<file path="src/rtl/dac_driver_pkg.sv">
// Shared constants and types for the DAC driver: GPIO bus field layout,
// output lane geometry, FIFO depth and the LUT loader byte phase.
package dac_driver_pkg;

  localparam int ADDR_LSB   = 0;
  localparam int DATA_LSB   = 16;
  localparam int WCLK_BIT   = 24;
  localparam int ADDR_W     = 16;
  localparam int DATA_W     = 8;

  localparam int LANE_W     = 16;
  localparam int NUM_LANES  = 8;
  localparam int FIFO_DEPTH = 4;
  localparam int LUT_DEPTH  = 256;

  typedef enum logic {
    LOW  = 1'b0,
    HIGH = 1'b1
  } byte_phase_e;

endpackage

</file>
<file path="src/rtl/dac_out_fifo.sv">
// Small synchronous FIFO of 16-bit DAC codes. A push while full is accepted
// only when a pop happens in the same cycle.
module dac_out_fifo
  import dac_driver_pkg::*;
(
  input  logic              clk_i,
  input  logic              rst_ni,
  input  logic              push_i,
  input  logic [LANE_W-1:0] push_data_i,
  input  logic              pop_i,
  output logic [LANE_W-1:0] head_o,
  output logic              full_o,
  output logic              empty_o
);

  localparam int PTR_W = $clog2(FIFO_DEPTH);
  localparam int CNT_W = PTR_W + 1;

  logic [LANE_W-1:0] mem_q [FIFO_DEPTH];
  logic [PTR_W-1:0]  wr_ptr_q, wr_ptr_d;
  logic [PTR_W-1:0]  rd_ptr_q, rd_ptr_d;
  logic [CNT_W-1:0]  count_q, count_d;
  logic              push_ok;
  logic              pop_ok;

  assign full_o  = (count_q == CNT_W'(FIFO_DEPTH));
  assign empty_o = (count_q == '0);
  assign pop_ok  = pop_i && !empty_o;
  assign push_ok = push_i && (!full_o || pop_i);
  assign head_o  = mem_q[rd_ptr_q];

  always_comb begin
    wr_ptr_d = wr_ptr_q;
    rd_ptr_d = rd_ptr_q;
    count_d  = count_q;
    if (push_ok) wr_ptr_d = wr_ptr_q + PTR_W'(1);
    if (pop_ok)  rd_ptr_d = rd_ptr_q + PTR_W'(1);
    case ({push_ok, pop_ok})
      2'b10:   count_d = count_q + CNT_W'(1);
      2'b01:   count_d = count_q - CNT_W'(1);
      default: count_d = count_q;
    endcase
  end

  always_ff @(posedge clk_i or negedge rst_ni) begin
    if (!rst_ni) begin
      wr_ptr_q <= '0;
      rd_ptr_q <= '0;
      count_q  <= '0;
    end else begin
      wr_ptr_q <= wr_ptr_d;
      rd_ptr_q <= rd_ptr_d;
      count_q  <= count_d;
    end
  end

  always_ff @(posedge clk_i) begin
    if (push_ok) mem_q[wr_ptr_q] <= push_data_i;
  end

endmodule

</file>
<file path="src/rtl/dac_driver.sv">
// Maps 8-bit signed samples through a GPIO-loaded 256x16 LUT onto an AXI-Stream
// DAC lane. Define DAC_DRIVER_IDLE_EN to emit zero idle beats when the FIFO is empty.
module dac_driver
  import dac_driver_pkg::*;
#(
  parameter int CTRL_ADDR   = 3,
  parameter int LUT_ADDR    = 4,
  parameter int SAMPLE_LANE = 4
) (
  input  logic                        clk,
  input  logic                        rst,
  input  logic [31:0]                 gpio_in,
  input  logic [7:0]                  val_in,
  input  logic                        val_valid,
  output logic [LANE_W*NUM_LANES-1:0] m_axis_tdata,
  output logic                        m_axis_tvalid,
  input  logic                        m_axis_tready,
  output logic                        overflow
);

  logic [ADDR_W-1:0] gpio_addr;
  logic [DATA_W-1:0] gpio_data;
  logic              unused_gpio_bits;

  assign gpio_addr        = gpio_in[ADDR_LSB +: ADDR_W];
  assign gpio_data        = gpio_in[DATA_LSB +: DATA_W];
  assign unused_gpio_bits = ^gpio_in[31:WCLK_BIT+1];

  // w_clk comes from another domain; the third flop is for edge detection.
  logic sync1_q, sync2_q, sync3_q;
  logic wr_rise, ctrl_wr, lut_wr, lut_we;

  always_ff @(posedge clk or negedge rst) begin
    if (!rst) begin
      sync1_q <= 1'b0;
      sync2_q <= 1'b0;
      sync3_q <= 1'b0;
    end else begin
      sync1_q <= gpio_in[WCLK_BIT];
      sync2_q <= sync1_q;
      sync3_q <= sync2_q;
    end
  end

  assign wr_rise = sync2_q && !sync3_q;
  assign ctrl_wr = wr_rise && (gpio_addr == ADDR_W'(CTRL_ADDR));
  assign lut_wr  = wr_rise && (gpio_addr == ADDR_W'(LUT_ADDR));

  byte_phase_e       phase_q;
  logic [7:0]        ptr_q;
  logic [DATA_W-1:0] low_byte_q;

  always_ff @(posedge clk or negedge rst) begin
    if (!rst) begin
      phase_q    <= LOW;
      ptr_q      <= '0;
      low_byte_q <= '0;
    end else if (ctrl_wr && gpio_data[0]) begin
      phase_q <= LOW;
      ptr_q   <= '0;
    end else if (lut_wr) begin
      case (phase_q)
        LOW: begin
          low_byte_q <= gpio_data;
          phase_q    <= HIGH;
        end
        HIGH: begin
          ptr_q   <= ptr_q + 8'd1;
          phase_q <= LOW;
        end
        default: phase_q <= LOW;
      endcase
    end
  end

  assign lut_we = lut_wr && (phase_q == HIGH) && !(ctrl_wr && gpio_data[0]);

  // LUT is deliberately left unreset; contents are only meaningful once loaded.
  logic [LANE_W-1:0] lut_q [LUT_DEPTH];
  logic [LANE_W-1:0] rd_data_q;
  logic              rd_valid_q;

  always_ff @(posedge clk) begin
    if (lut_we)    lut_q[ptr_q] <= {gpio_data, low_byte_q};
    if (val_valid) rd_data_q    <= lut_q[val_in];
  end

  always_ff @(posedge clk or negedge rst) begin
    if (!rst) rd_valid_q <= 1'b0;
    else      rd_valid_q <= val_valid;
  end

  logic [LANE_W-1:0] fifo_head;
  logic              fifo_full, fifo_empty, fifo_pop, fifo_push, drop;

  assign fifo_pop  = !fifo_empty && m_axis_tready;
  assign drop      = rd_valid_q && fifo_full && !fifo_pop;
  assign fifo_push = rd_valid_q && !drop;

  dac_out_fifo u_fifo (
    .clk_i       (clk),
    .rst_ni      (rst),
    .push_i      (fifo_push),
    .push_data_i (rd_data_q),
    .pop_i       (fifo_pop),
    .head_o      (fifo_head),
    .full_o      (fifo_full),
    .empty_o     (fifo_empty)
  );

  logic overflow_q;

  always_ff @(posedge clk or negedge rst) begin
    if (!rst)                         overflow_q <= 1'b0;
    else if (drop)                    overflow_q <= 1'b1;
    else if (ctrl_wr && gpio_data[1]) overflow_q <= 1'b0;
  end

  assign overflow = overflow_q;

  logic [LANE_W*NUM_LANES-1:0] beat_data;

  always_comb begin
    beat_data = '0;
    if (!fifo_empty) beat_data[LANE_W*SAMPLE_LANE +: LANE_W] = fifo_head;
  end

  assign m_axis_tdata = beat_data;

`ifdef DAC_DRIVER_IDLE_EN
  logic alive_q;

  always_ff @(posedge clk or negedge rst) begin
    if (!rst) alive_q <= 1'b0;
    else      alive_q <= 1'b1;
  end

  assign m_axis_tvalid = alive_q || !fifo_empty;
`else
  assign m_axis_tvalid = !fifo_empty;
`endif

endmodule

</file>
<file path="config.mk">
export PLATFORM = sky130hd
export DESIGN_NAME = dac_driver
export DESIGN_NICKNAME = d
export VERILOG_FILES = /design/src/rtl/dac_driver_pkg.sv /design/src/rtl/dac_out_fifo.sv /design/src/rtl/dac_driver.sv
export SDC_FILE = /design/constraint.sdc
export NUM_CORES = 2
export LEC_CHECK = 0
export BUFFER_PORTS_ARGS = -buffer_cell sky130_fd_sc_hd__buf_2
export CORE_MARGIN = 10
export CORE_UTILIZATION = 38
export CTS_CLUSTER_DIAMETER = 200
export DETAILED_ROUTE_END_ITERATION = 7
export GPL_TIMING_DRIVEN = 1
export PLACE_DENSITY = 0.63
export SLEW_MARGIN = 20
export SYNTH_ARGS = -nofsm -noshare
export SYNTH_HDL_FRONTEND = slang
export SYNTH_MEMORY_MAX_BITS = 65536
export SYNTH_SLANG_ARGS = --single-unit
</file>
<file path="constraint.sdc">
create_clock -name clk -period 4.2 [get_ports clk]
set_clock_uncertainty 0.2 [all_clocks]
set_input_delay 0.42 -clock clk [delete_from_list [all_inputs] [get_ports clk]]
set_output_delay 0.42 -clock clk [all_outputs]
set_load 0.05 [all_outputs]
</file>
==> impl_results.md <==
* Power Density at 465.9 nW/um^2
* Hold WC Path Type: input port to register
* CP Capture Type: register
* Seq/Total Area, Yosys at 0.7720
* Worst-path maximum fanout at 16
* Initial DRC count at 10800
* Port Buffer Count at 54
* Unrepaired setup endpoints after global routing: true
* Total die area at 456500 um^2
* Critical path's slowest cell: nand2_1
* Worst setup path start: sync3_q
* Mapped Area at 163400 um^2
* Worst reg2reg path depth at 8
* CP Capture Point: lut_q[7][7]
* Final period util at 0.9396
* Synthesis-stage register bit count at 4205
* Clock period minus final worst setup slack at 3946 ps
* Ys flop type: edfxtp_1
* Synth async-reset ratio at 0.006897
* Avg Cell Area, Syn at 21.50 um^2
* Post-Synthesis Cells at 7597
* Crit path DAT at 4360 ps
* Reg2Reg Setup Slack at 250 ps
* Final Worst Setup Slack at 253.8 ps
* Root Driver: clkbuf_16
* Max-slew violations at 0
* Grt ovf at 0
* HPWL Detailed at 270800 um
* Final antenna-violating net count at 0
* Distinct cell type count after synthesis at 70
* Final core utilization at 0.4377
* Pin count of the biggest net entering global routing at 147
* Final wirelength at 434600 um
* H-tree levels at 5
* Starting Density at 0.3818
* Final-report hold violation count at 0
* CP required at 4620 ps
* Max VDD drop at 0.3473 mV
* Vias post-DR at 82170
* Share of post-route cells with drive strength above 1 at 0.2626
* YS warnings at 0
* First-pass GRT wire length at 615100 um
* Routability cong. at 0.8641
* Die H at 675.7 um
* Setup Viol. Count Final at 0
* Area growth, synth to finish at 14.66%
* Footprint of the multi-input gates at 33960 um^2
* Crit Path Class: register to register
* Total chip power at 87.28 mW
* CTS tree: built
* CTS Buf Count at 404
* Post-CTS setup buffers at 0
* # fillers at 35880
* CP peak stage delay at 590 ps
* Worst-Skew Late Latency at 990 ps
* Overall Global Routing Usage at 0.1853
* Leak at 54.63 nW
* FP Rows at 240
* Max Cap Viol at 0
* Post-DR wirelength/cell at 30.30 um
* Detailed-router iteration count before antenna repair at 8
* RR Startpoint: sync3_q
* Placed cell areas at 173800 um^2
* Critical path, cell by cell: nor4b_1, nand4_1, nor2_1, nand2_1, nor3_2, nand2_1, nor2_1, buf_4
* Worst-Margin Slew at 1214 ps
* Vias per Instance at 5.727
* IO Count at 174
* Status: complete, no violations
* Clk slew on worst S/H paths at 60 ps
* Post-synth EDFFs at 4176
* DRC violations left at 0
* Sink Count at 4205
* Final Cell Area at 187300 um^2
* Vias in the first global route at 81410
* Die Wd at 675.7 um
* Max-slew headroom at 0.1805
* Clock buffer depth at 4
* Core area at 427900 um^2
* R2r endpoint: lut_q[7][7]
* Nets at 8381
* Worst slack, placed at -403.6 ps
* Reg area at 126200 um^2
* Fmax at 253.4 MHz
* Initial antenna violation count at 28
* Worst Setup Start Kind: register
* Worst hold start: gpio_in[6]
==> how the worst min path moves through the flow <==
stage	slack [ps]	cells after the start	to
floorplan	-80	0	low_byte_q[0]
global placement	140	0	sync2_q
detailed placement	140	0	sync2_q
CTS	20	7	ptr_q[1]
global route	70	7	ptr_q[1]
finish	40	7	ptr_q[1]
==> state kept, by name, indices dropped and copies added (netlist names) <==
signal           count
rd_data_q           16
u_fifo.mem_q        64
u_fifo.count_q       3
rd_valid_q           1
low_byte_q           8
lut_q             4096
u_fifo.wr_ptr_q      2
sync3_q              1
u_fifo.rd_ptr_q      2
phase_q              1
sync2_q              1
ptr_q                8
overflow             1
sync1_q              1
==> stage by stage <==
stage | std cells | TNS (ps) | hold WS [ps]
after floorplan | 7708 | 0 | -75.59
after global placement | 13580 | -213050 | 138.3
after detailed placement | 13580 | -183060 | 141.3
after CTS | 14340 | 0 | 18.48
after global routing | 14340 | -1504 | 70.08
final | 14350 | 0 | 42.07
==> layer usage <==
metal | part of all wire | global-route usage | vias up
met1 | 0.39 | 0.2569 | 43690
met4 | 0.038 | 0.06094 | 12
li1 | - | - | 33310
met5 | 0.00015 | 0 | -
met2 | 0.47 | 0.2952 | 4412
met3 | 0.099 | 0.03671 | 744
==> logic make-up after synthesis <==
| kind of cell | Yosys count | synth area share |
|---|---|---|
| compound gates | 750 | 0.03331 |
| xor+xnor | 9 | 0.0004825 |
| fa+ha+maj | 10 | 0.0008119 |
| buf+inv | 568 | 0.02344 |
| flops | 4205 | 0.7720 |
| mux | 1369 | 0.1507 |
| other cells | 1 | 0.00002295 |
| simple gates | 685 | 0.01919 |
==> layout by cell type, fill, tap and decap left out, types with 22 or more instances in the layout <==
cell type  netlist  final
edfxtp_1      4176   4176
mux4_2         871    871
buf_4          146    616
mux2i_1        485    485
clkbuf_16        0    409
nor2_1         346    333
o221ai_1       169    169
a21oi_1        127    127
conb_1           1    112
o22ai_1        109    109
a22oi_1        101    101
nor3_1          86     84
nand2_1         87     83
clkinv_1         2     78
clkbuf_1       193     76
buf_12          19     74
clkinv_2         0     71
o21ai_0         57     56
bufinv_16        0     46
buf_2           72     41
o211ai_1        27     27
and2_1          26     25
or3_1           25     25
o31ai_1         24     24
a221oi_1        23     23
nor4_1          25     22
a211oi_1        22     22
==> final cells by class <==
class,instances,area share
diodes,6,0.00008016
clock inverters,239,0.01371
flip-flops and latches,4205,0.6735
inverters,14,0.0003473
clock buffers,493,0.05675
multi-input cells,2935,0.1813
repair buffers,767,0.03634
well taps,5687,0.03799
==> synthesized netlist by cell type, types with 86 or more instances <==
cell,instances,share of area
edfxtp_1,4176,0.77
mux4_2,871,0.12
mux2i_1,485,0.030
nor2_1,346,0.0079
clkbuf_1,193,0.0044
o221ai_1,169,0.0091
buf_4,146,0.0067
a21oi_1,127,0.0039
o22ai_1,109,0.0042
a22oi_1,101,0.0046
nand2_1,87,0.0020
nor3_1,86,0.0026
==> worst max-delay path, delay by kind of cell, from the launching register on <==
family        cells  cell delay [ps]
flops             1              380
buf+inv           1              320
simple gates      7             2670
==> report_power, final <==
group,total [mW],internal [mW],switching (mW)
registers,46.2,46.0,0.176
clock network,36.4,20.9,15.6
logic,4.68,1.55,3.13
total,87.3,68.4,18.9
==> timing repair <==
item	4_1_cts	5_1_grt
resized for setup	1	2
endpoints found under the hold margin	537	0
hold buffers	21	0
setup endpoints to repair	454	80
Power figures use the tool's default switching activity.
